[config.mk]
export PLATFORM = sky130hd
export DESIGN_NAME = mem_cmd_arbiter
export DESIGN_NICKNAME = d
export VERILOG_FILES = /design/src/rtl/mem_cmd_arbiter.sv
export SDC_FILE = /design/constraint.sdc
export NUM_CORES = 1
export LEC_CHECK = 0
export CORE_AREA = 2 2 156 158
export DETAILED_ROUTE_END_ITERATION = 10
export DIE_AREA = 0 0 158 160
export GPL_TIMING_DRIVEN = 0
export MAX_ROUTING_LAYER = met4
export PLACE_DENSITY_LB_ADDON = 0.25
export REMOVE_ABC_BUFFERS = 1
export SYNTH_ARGS = -nofsm -noshare
export SYNTH_HDL_FRONTEND = slang
export SYNTH_SLANG_ARGS = --single-unit
[constraint.sdc]
create_clock -name clk -period 2 [get_ports clk]
set_input_delay 0.2 -clock clk [delete_from_list [all_inputs] [get_ports clk]]
set_output_delay 0.2 -clock clk [all_outputs]
set_load 0.1 [all_outputs]
[src/rtl/mem_cmd_arbiter.sv]
// mem_cmd_arbiter
// Shares the single MemoryControl command port between InOutControl (port 0) and a
// secondary engine (port 1). Round-robin arbitration, one command in flight, busy/done
// sequencing towards memory, level done handshake per requester and a command timeout.
module mem_cmd_arbiter #(
  parameter int ADDR_W  = 64,
  parameter int DATA_W  = 32,
  parameter int TIMEOUT = 255
) (
  input  logic              clk,
  input  logic              rst,
  input  logic [1:0]        req0_cmd,
  input  logic [ADDR_W-1:0] req0_addr,
  input  logic [DATA_W-1:0] req0_wdata,
  output logic [DATA_W-1:0] req0_rdata,
  output logic              req0_done,
  input  logic [1:0]        req1_cmd,
  input  logic [ADDR_W-1:0] req1_addr,
  input  logic [DATA_W-1:0] req1_wdata,
  output logic [DATA_W-1:0] req1_rdata,
  output logic              req1_done,
  output logic [1:0]        mem_cmd,
  output logic [ADDR_W-1:0] mem_addr,
  output logic [DATA_W-1:0] mem_wdata,
  input  logic [DATA_W-1:0] mem_rdata,
  input  logic              mem_done,
  output logic [1:0]        grant,
  output logic              timeout_err
);

  localparam int               CNT_W    = $clog2(TIMEOUT + 1);
  localparam logic [CNT_W-1:0] TMO_LAST = CNT_W'(TIMEOUT - 1);
  localparam logic [CNT_W-1:0] CNT_ONE  = CNT_W'(1);
  localparam logic [1:0]       CMD_NONE = 2'b00;
  localparam logic [1:0]       CMD_READ = 2'b01;

  typedef enum logic [1:0] {
    IDLE      = 2'd0,
    WAIT_BUSY = 2'd1,
    WAIT_DONE = 2'd2,
    RELEASE   = 2'd3
  } arbState_e;

  arbState_e         state, stateNext;
  logic              lastPort, lastPortNext;   // port granted most recently
  logic              owner, ownerNext;         // port owning the in-flight command
  logic [1:0]        capCmd, capCmdNext;       // captured command, decides rdata update
  logic [1:0]        memCmdR, memCmdNext;
  logic [ADDR_W-1:0] memAddrR, memAddrNext;
  logic [DATA_W-1:0] memWdataR, memWdataNext;
  logic [1:0]        grantR, grantNext;
  logic [DATA_W-1:0] rdata0R, rdata0Next;
  logic [DATA_W-1:0] rdata1R, rdata1Next;
  logic              done0R, done0Next;
  logic              done1R, done1Next;
  logic [CNT_W-1:0]  tmoCnt, tmoCntNext;
  logic              tmoErrR, tmoErrNext;

  logic              req0Act;
  logic              req1Act;
  logic              winner;
  logic              tmoHit;
  logic [1:0]        ownerCmd;

  assign req0Act  = (req0_cmd != CMD_NONE);
  assign req1Act  = (req1_cmd != CMD_NONE);
  // On a tie the port not granted last wins; otherwise the only requester wins.
  assign winner   = (req0Act && req1Act) ? ~lastPort : req1Act;
  assign ownerCmd = owner ? req1_cmd : req0_cmd;
  assign tmoHit   = (tmoCnt == TMO_LAST);

  // Next-state and next-output logic for the arbitration/sequencing FSM.
  always_comb begin
    stateNext    = state;
    lastPortNext = lastPort;
    ownerNext    = owner;
    capCmdNext   = capCmd;
    memCmdNext   = memCmdR;
    memAddrNext  = memAddrR;
    memWdataNext = memWdataR;
    grantNext    = grantR;
    rdata0Next   = rdata0R;
    rdata1Next   = rdata1R;
    done0Next    = done0R;
    done1Next    = done1R;
    tmoCntNext   = tmoCnt;
    tmoErrNext   = tmoErrR;

    case (state)
      IDLE: begin
        if (mem_done && (req0Act || req1Act)) begin
          ownerNext    = winner;
          lastPortNext = winner;
          capCmdNext   = winner ? req1_cmd   : req0_cmd;
          memCmdNext   = winner ? req1_cmd   : req0_cmd;
          memAddrNext  = winner ? req1_addr  : req0_addr;
          memWdataNext = winner ? req1_wdata : req0_wdata;
          grantNext    = winner ? 2'b10 : 2'b01;
          tmoCntNext   = '0;
          stateNext    = WAIT_BUSY;
        end else begin
          stateNext    = IDLE;
        end
      end

      WAIT_BUSY, WAIT_DONE: begin
        if ((state == WAIT_DONE) && mem_done) begin
          // Completion: release the memory port and report to the owner.
          memCmdNext = CMD_NONE;
          stateNext  = RELEASE;
          if (owner) begin
            done1Next = 1'b1;
            if (capCmd == CMD_READ) begin
              rdata1Next = mem_rdata;
            end else begin
              rdata1Next = rdata1R;
            end
          end else begin
            done0Next = 1'b1;
            if (capCmd == CMD_READ) begin
              rdata0Next = mem_rdata;
            end else begin
              rdata0Next = rdata0R;
            end
          end
        end else if (tmoHit) begin
          // Abort: all-ones data signals the failure to the owner, even for writes.
          memCmdNext = CMD_NONE;
          tmoErrNext = 1'b1;
          tmoCntNext = tmoCnt + CNT_ONE;
          stateNext  = RELEASE;
          if (owner) begin
            done1Next  = 1'b1;
            rdata1Next = {DATA_W{1'b1}};
          end else begin
            done0Next  = 1'b1;
            rdata0Next = {DATA_W{1'b1}};
          end
        end else begin
          tmoCntNext = tmoCnt + CNT_ONE;
          if ((state == WAIT_BUSY) && !mem_done) begin
            stateNext = WAIT_DONE;
          end else begin
            stateNext = state;
          end
        end
      end

      RELEASE: begin
        // Done stays high until the owner withdraws its command.
        if (ownerCmd == CMD_NONE) begin
          grantNext = 2'b00;
          stateNext = IDLE;
          if (owner) begin
            done1Next = 1'b0;
          end else begin
            done0Next = 1'b0;
          end
        end else begin
          stateNext = RELEASE;
        end
      end

      default: begin
        stateNext  = IDLE;
        memCmdNext = CMD_NONE;
        grantNext  = 2'b00;
      end
    endcase
  end

  // State and output registers; reset returns to idle with port 0 favoured.
  always_ff @(posedge clk) begin
    if (rst) begin
      state     <= IDLE;
      lastPort  <= 1'b1;
      owner     <= 1'b0;
      capCmd    <= 2'b00;
      memCmdR   <= 2'b00;
      memAddrR  <= '0;
      memWdataR <= '0;
      grantR    <= 2'b00;
      rdata0R   <= '0;
      rdata1R   <= '0;
      done0R    <= 1'b0;
      done1R    <= 1'b0;
      tmoCnt    <= '0;
      tmoErrR   <= 1'b0;
    end else begin
      state     <= stateNext;
      lastPort  <= lastPortNext;
      owner     <= ownerNext;
      capCmd    <= capCmdNext;
      memCmdR   <= memCmdNext;
      memAddrR  <= memAddrNext;
      memWdataR <= memWdataNext;
      grantR    <= grantNext;
      rdata0R   <= rdata0Next;
      rdata1R   <= rdata1Next;
      done0R    <= done0Next;
      done1R    <= done1Next;
      tmoCnt    <= tmoCntNext;
      tmoErrR   <= tmoErrNext;
    end
  end

  assign mem_cmd     = memCmdR;
  assign mem_addr    = memAddrR;
  assign mem_wdata   = memWdataR;
  assign grant       = grantR;
  assign req0_rdata  = rdata0R;
  assign req1_rdata  = rdata1R;
  assign req0_done   = done0R;
  assign req1_done   = done1R;
  assign timeout_err = tmoErrR;

endmodule

# Word-level counts from Yosys, hierarchy flattened
# Cells that the tools add are included.
[classes]
n_addsub = 1
n_eq_ne = 17
muxes = 43
bitwise_logic = 2
reduce_logical = 24
[op_table]
columns = ["cell", "count"]
rows = [
  ["$mux W32", 10],
  ["$mux W64", 1],
  ["$mux W2", 12],
  ["$ne A2 B2 Y1 const B", 9],
  ["$mux W8", 2],
  ["$pmux W8 S2", 1],
  ["$mux W1", 12],
  ["$reduce_and A3 Y1", 4],
  ["$reduce_bool A2 Y1", 6],
  ["$reduce_and A5 Y1", 2],
  ["$add A8 B1 Y8 const B", 1],
  ["$eq A8 B8 Y1 const B", 1],
  ["$pmux W2 S2", 2],
  ["$reduce_and A4 Y1", 2],
  ["$pmux W2 S3", 1],
  ["$eq A2 B1 Y1 const B", 2],
  ["$eq A2 B2 Y1 const B", 2],
  ["$logic_and A1 B1 Y1", 4],
  ["$logic_not A2 Y1", 2],
  ["$ne A4 B4 Y1 const B", 1],
  ["$pmux W1 S2", 2],
  ["$ne A3 B3 Y1 const B", 1],
  ["$ne A2 B1 Y1 const B", 1],
  ["$not A1 Y1", 2],
  ["other kinds (4)", 4],
]
[totals]
regBits = 181
in_bits = 231
out_inout_bits = 167
wordCells = 101

# Depth between registers and ports, before layout
# Gate-level depths: netlist of the first run.
[depth]
ltp_word = 6
depth_mapped = 8
ltp_nobuf = 6

# Least setup slack after synthesis of the first run
# No wires, ideal clock.
[synth_timing]
kind = "register to register"
start = "register state[0]"
end = "register tmoCnt[7]"
setup_ns = 0.073
arrival_time_ns = 1.871
required_ns = 1.927
path_slack_ns = 0.056
path_stages_with_launch = 7
n_path_buf = 0
period_less_slack_ns = 1.944
path_cell_list = "dfxtp_1 -> inv_1 -> ha_1 -> and3_2 -> a211o_1 -> or4_1 -> a21oi_1"
[synth_between]
elab_chain_cells = 4
word_cells_on_any_way = 10
classes_between = "4 x eq/ne; 1 x mux; 5 x reduce/logical"
[synth_rtl]
columns = ["item", "line", "text"]
rows = [
  ["from (decl)", "44", "arbState_e state, stateNext;"],
  ["from (signal assigned)", "190", "state <= stateNext;"],
  ["$eq A2 B2 Y1 / $eq A2 B1 Y1 (equally long branches)", "89, 107", ""],
  ["$reduce_or A2 Y1 / $logic_and A1 B1 Y1 (equally long branches)", "89, 107", ""],
  ["$ne A2 B2 Y1 (no source line) / $reduce_bool A2 Y1 (equally long branches)", "-", ""],
  ["$reduce_and A3 Y1 (no source line)", "-", ""],
  ["to (signal assigned)", "202", "tmoCnt <= tmoCntNext;"],
  ["to (decl)", "56", "logic [CNT_W-1:0] tmoCnt, tmoCntNext;"],
]
# Several ways; a longest one is shown, not always the timed one.
# A chain may end at the register's enable or synchronous reset.

# Worst setup path in the final report of the first run
# Same ends and word-level chain as after synthesis.

==> results.yml, run 1 <==
final_layout:
  syn2layout_area_growth_pct: 65.18
  nFillCells: 2254
  final_layout_size_suffix_gt1_share_pct: 8.388
  regArea_um2: 3630
  utilization_pct: 54.55
  multi_input_area_um2: 4028
  nets: 1442
  stdcell_count: 1547
die:
  rows: 57
  die-area_um2: 25280
  die_x_um: 158
  start_util_pct: 33.02
  io_pins: 398
  die-height_um: 160
  coreArea_um2: 23820
place:
  io_buffers: 397
  place_ws_ns: -0.9674
  routabilityCongestion: 0.7835
  hpwl_um: 19310
  dp_cells: 1481
synth:
  ys_async_sr_fraction_pct: 0
  synth_edf_count: 0
  synth-main-ff-cell: "dfxtp_1"
  ys_ff_latch: 181
  yosysWarningCount: 0
  seq_area_frac_synth_pct: 46.06
  synthesis.area_um2: 7866
  syn_inst: 822
  synth_cell_types: 46
  avgSynthCellArea_um2: 9.570
timing:
  relSlewSlack_pct: 26.05
  min_period_ns: 1.966
  post-route-period-util_pct: 98.28
  setup_viol: 0
  worstMarginPinSlew_ns: 1.114
  layout_setup_ws_ns: 0.03431
  drv_slew: 0
  clock_skew_ns: 0.01349
  fin_tns_setup_ns: 0
  rsz0062_at_grt: "yes"
  hold_viol: 0
  whs_ns: 0.2729
  max_freq_ghz: 0.5087
min_path:
  hold_path.class: "primary input to flip-flop"
worst_setup_path:
  cp-start-kind: "flip-flop"
  critical_path_class: "flip-flop to flip-flop"
  cp_max_fo: 15
  end_kind: "flip-flop"
  timing.rr.end: "tmoCnt[7]$_SDFFE_PP0P_"
  startpoint: "state[0]$_SDFFE_PP0P_"
  endpoint: "tmoCnt[7]$_SDFFE_PP0P_"
  rr_startpoint: "state[0]$_SDFFE_PP0P_"
  cp.arrival_ns: 2.32
  r2r_cells: 6
  cp.required_ns: 2.36
  r2r_slack_ns: 0.03
clocking:
  cts_tree: "built"
  clk_pin_slew_ns: 0.08
  clk_latency_ns: 0.43
  cts_buffer_depth: 2
  cts-root-buf: "clkbuf_16"
  cts_sinks: 181
  ctsHoldBuffers: 0
  cts_made_buffers: 17
  htree_levels: 4
route:
  post_drt_wl_per_cell_um: 18.62
  totalWireLength_um: 28810
  drt_iter0_markers: 411
  drc: 0
  viasPerCell: 4.865
  vias: 7526
  dr.pass1.iters: 4
  antenna_left: 0
grt:
  grt_pass1_wl_um: 42530
  grt.total_usage_pct: 22.68
  grt_pass1_vias: 7449
  grt_max_degree: 102
  grt_antenna_before_repair: 7
  grt_overflow: 0
power_and_ir_drop:
  p_leak_nw: 6.251
  peakVddDrop_v: 0.0007075
  power_density_nw_per_um2: 898.9
run_status:
  outcome: "complete, no violations"
run:
  drv_cap: 0
cell type report:
type                            instances  area share [%]
Sequential cell                       181           27.93
Clock buffer                           17           3.274
Multi-Input combinational cell        568           31.00
Tap cell                              324           3.120
Inverter                                8          0.2792
Antenna cell                            7          0.1348
Clock inverter                         14           1.271
Timing Repair Buffer                  428           32.99
layer usage:
| metal | part of all wire, % | routed length (um) | global-route usage (%) |
|---|---|---|---|
| met1 | 39 | 11330 | 25.48 |
| met3 | 10 | 3024 | 10.28 |
| met5 | 0 | 0 | - |
| met4 | 2.3 | 669 | 7.576 |
| met2 | 48 | 13780 | 35.71 |
cell usage in the layout, fill, tap and decap left out, types with 3 or more instances in the layout:
master           synthesis  final
inv_1                    8      4
buf_12                   0      6
mux2i_1                163    163
clkinv_4                 0      4
nand3_1                 10      9
nor2_1                 103    102
nand3b_1                 5      5
a31oi_1                  3      3
inv_8                    0      3
a21oi_1                 14     12
nand2_1                 78     77
a211oi_2                 0      4
dlygate4sd2_1            0    166
or3_1                    6      6
buf_16                   0      4
buf_4                    4     14
ha_1                     7      5
inv_6                    0      3
clkbuf_16                0     21
a211oi_1                97     93
nand3_4                  0      3
dfxtp_1                181    178
o21ai_0                 39     38
diode_2                  0      7
clkdlybuf4s50_1          0    227
power breakdown:
group | internal (mW) | leakage (nW) | switching, mW
logic | 1.27 | 4.48 | 2.97
clock network | 1.78 | 0.286 | 1.62
registers | 3.88 | 1.48 | 0.154
worst min-delay path by stage:
stage | to | start | cells after the start
2_1_floorplan | capCmd[0]$_SDFFE_PP0P_ | rst | 1
3_3_place_gp | capCmd[1]$_SDFFE_PP0P_ | capCmd[1]$_SDFFE_PP0P_ | 2
3_5_place_dp | capCmd[1]$_SDFFE_PP0P_ | capCmd[1]$_SDFFE_PP0P_ | 2
4_1_cts | timeout_err$_SDFFE_PP0P_ | rst | 2
5_1_grt | timeout_err$_SDFFE_PP0P_ | rst | 2
6_report | timeout_err$_SDFFE_PP0P_ | rst | 2
worst max-delay path, stage by stage (launching register included):
cell and delay, ns:
dfxtp_2 0.37, inv_2 0.07, ha_4 0.26, and3_2 0.21, a211o_4 0.34, or4_4 0.50
a21oi_2 0.14
registers in the layout (all words and copies together), names as in the netlist, 2 cells and up:
name        cells
mem_wdata      32
mem_addr       64
mem_cmd         2
capCmd          2
state           2
grant           2
req0_rdata     32
tmoCnt          8
req1_rdata     32
synthesized netlist by cell type (6+ instances only):
library cell | n | area, um^2
o21ai_0 | 39 | 195.2
nand3_1 | 10 | 50.05
or3_1 | 6 | 37.54
a21oi_1 | 14 | 70.07
dfxtp_1 | 181 | 3623
mux2i_1 | 163 | 1632
ha_1 | 7 | 87.58
buf_6 | 8 | 90.09
clkbuf_1 | 33 | 123.9
buf_2 | 25 | 125.1
nor2_1 | 103 | 386.6
inv_1 | 8 | 30.03
a211oi_1 | 97 | 728.2
nand2_1 | 78 | 292.8
stage by stage:
step | total power, mW | area, um^2
global route | 12.14 | 12990
finish | 11.68 | 12990
global placement | 8.372 | 11880
CTS | 11.65 | 12780
floorplan | 7.035 | 7497
detailed placement | 8.268 | 12070
logic make-up (layout without fill, tap and decap cells):
group           count (synthesis)  after routing  share of synthesized area (%)
compound gates                171            173                          14.94
fa+ha+maj                       7              7                          1.113
simple gates                  222            225                          12.07
flops                         181            181                          46.06
mux                           163            163                          20.74
other cells                     0              7                              0
buf+inv                        78            467                          5.074
repair_timing:
| action | CTS | global route |
|---|---|---|
| setup endpoints to repair | 325 | 101 |
| pin swaps | 6 | 7 |
| buffers inserted | 12 | 6 |
| resized for setup | 183 | 25 |
| cloned | 7 | 3 |
(Power assumes the default switching activity.)
==> inputs of run 2 (changes only) <==
--- a/config.mk
+++ b/config.mk
@@ -8,9 +8,8 @@
 export CORE_AREA = 2 2 156 158
 export DETAILED_ROUTE_END_ITERATION = 10
 export DIE_AREA = 0 0 158 160
-export GPL_TIMING_DRIVEN = 0
 export MAX_ROUTING_LAYER = met4
-export PLACE_DENSITY_LB_ADDON = 0.25
+export PLACE_DENSITY = 0.72
 export REMOVE_ABC_BUFFERS = 1
 export SYNTH_ARGS = -nofsm -noshare
 export SYNTH_HDL_FRONTEND = slang
==> results.yml, run 2 (synthesis results as in run 1) <==
run_status:
  outcome: "complete, no violations"
place:
  dp_cells: 1516
  io_buffers: 397
  hpwl_um: 19810
  routabilityCongestion: 0.8495
  place_ws_ns: -0.1069
route:
  drt_iter0_markers: 418
  totalWireLength_um: 26360
  vias: 7472
  antenna_left: 0
  dr.pass1.iters: 4
  drc: 0
  post_drt_wl_per_cell_um: 16.96
  viasPerCell: 4.808
power_and_ir_drop:
  switching_share_pct: 40.01
  power_density_nw_per_um2: 919.3
  comb_power_share_pct: 36.5
  internal-power_mw: 6.939
  power_frac_seq_pct: 35.1
  p_leak_nw: 5.828
  peakVddDrop_v: 0.0005955
  power_switching_mw: 4.627
  total_power_mw: 11.57
  power_frac_clock_pct: 28.4
clocking:
  cts_sinks: 181
  clk_latency_ns: 0.43
  ctsHoldBuffers: 0
  htree_levels: 4
  cts_tree: "built"
  cts_made_buffers: 17
  cts_buffer_depth: 2
  clk_pin_slew_ns: 0.08
  cts-root-buf: "clkbuf_16"
timing:
  layout_setup_ws_ns: 0.07187
  setup_viol: 0
  min_period_ns: 1.928
  clock_skew_ns: 0.01634
  drv_slew: 0
  max_freq_ghz: 0.5186
  worstMarginPinSlew_ns: 0.5451
  relSlewSlack_pct: 63.66
  post-route-period-util_pct: 96.41
  rsz0062_at_grt: "yes"
  hold_viol: 0
worst_setup_path:
  cp_max_fo: 5
  critical_path_class: "flip-flop to flip-flop"
  cp.required_ns: 2.35
  cp-start-kind: "flip-flop"
  rr_startpoint: "state[1]$_SDFFE_PP0P_"
  end_kind: "flip-flop"
  startpoint: "state[1]$_SDFFE_PP0P_"
  cp.arrival_ns: 2.27
grt:
  grt_overflow: 0
  grt_max_degree: 110
  grt_pass1_wl_um: 39570
  grt_antenna_before_repair: 4
  grt_pass1_vias: 7316
  grt.total_usage_pct: 20.60
min_path:
  min-delay-start: "rst"
  hold_path.class: "primary input to flip-flop"
die:
  start_util_pct: 33.02
  rows: 57
  die-area_um2: 25280
  io_pins: 398
  die_x_um: 158
  coreArea_um2: 23820
  die-height_um: 160
final_layout:
  nets: 1451
  nFillCells: 2204
  regArea_um2: 3626
  final_cell_mix: "229 x clkdlybuf4s50_1, 198 x buf_4, 179 x dfxtp_1"
  stdcell_count: 1554
  multi_input_area_um2: 3860
  largest_reg_flops: 64
  layout_commonest_cell: "clkdlybuf4s50_1"
  syn2layout_area_growth_pct: 59.93
  final_layout_size_suffix_gt1_share_pct: 21.21
run:
  drv_cap: 0
==> run 2: through the flow <==
step	hold WS (ns)	utilization [%]	area, um^2	setup TNS (ns)
CTS	0.2688	52.69	12550	0
global route	0.2993	52.82	12580	-0.004384
floorplan	0.2691	-	7497	-329.26
detailed placement	0.4518	50.29	11980	-1.672
finish	0.2717	52.82	12580	0
global placement	0.4461	50.29	11980	-0.4826
==> run 2: power by group through the flow <==
stage / Combinational (mW) / Clock (mW) / Sequential [mW]
floorplan: 1.03 / 0 / 6.01
global placement: 4.19 / 0 / 4.13
detailed placement: 4.22 / 0 / 4.13
CTS: 4.23 / 3.39 / 4.06
global route: 4.41 / 3.54 / 4.09
finish: 4.22 / 3.29 / 4.06
==> run 2: metal layers <==
layer	vias up	global-route usage [%]	wire length, um
li1	3717	-	-
met1	3448	24.57	11120
met2	282	33.20	12440
met3	25	6.431	2331
met4	0	6.265	456
met5	-	-	0
==> run 2: timing repair <==
action,CTS,global route
endpoints found under the setup margin,3,6
resized for setup,1,3
pin swaps,0,3
setup buffers,0,2
endpoints found under the hold margin,0,0
cloned,0,0
==> run 2: path summary, 6_finish.rpt <==
check,end,slack (ns),cells past startpoint
max,tmoCnt[3]$_SDFFE_PP0P_,0.07,7
min,lastPort$_SDFFE_PP1P_,0.27,4
max reg2reg,tmoCnt[3]$_SDFFE_PP0P_,0.07,7
min reg2reg,req1_rdata[9]$_SDFFE_PP0P_,0.46,2
==> run 2: critical path, cell delays in order, from the launching register on <==
cell and delay, ns:
dfxtp_2 0.35, inv_1 0.05, ha_1 0.31, and3_2 0.22, a211o_1 0.29, buf_4 0.17
or3_1 0.33, a21oi_1 0.14
==> run 2: cell type report <==
cell class	instances	area share (%)
Clock buffer	19	3.600
Multi-Input combinational cell	563	30.68
Sequential cell	181	28.82
Tap cell	324	3.222
Antenna cell	4	0.07956
Inverter	8	0.2387
Timing Repair Buffer	442	32.42
Clock inverter	13	0.9349
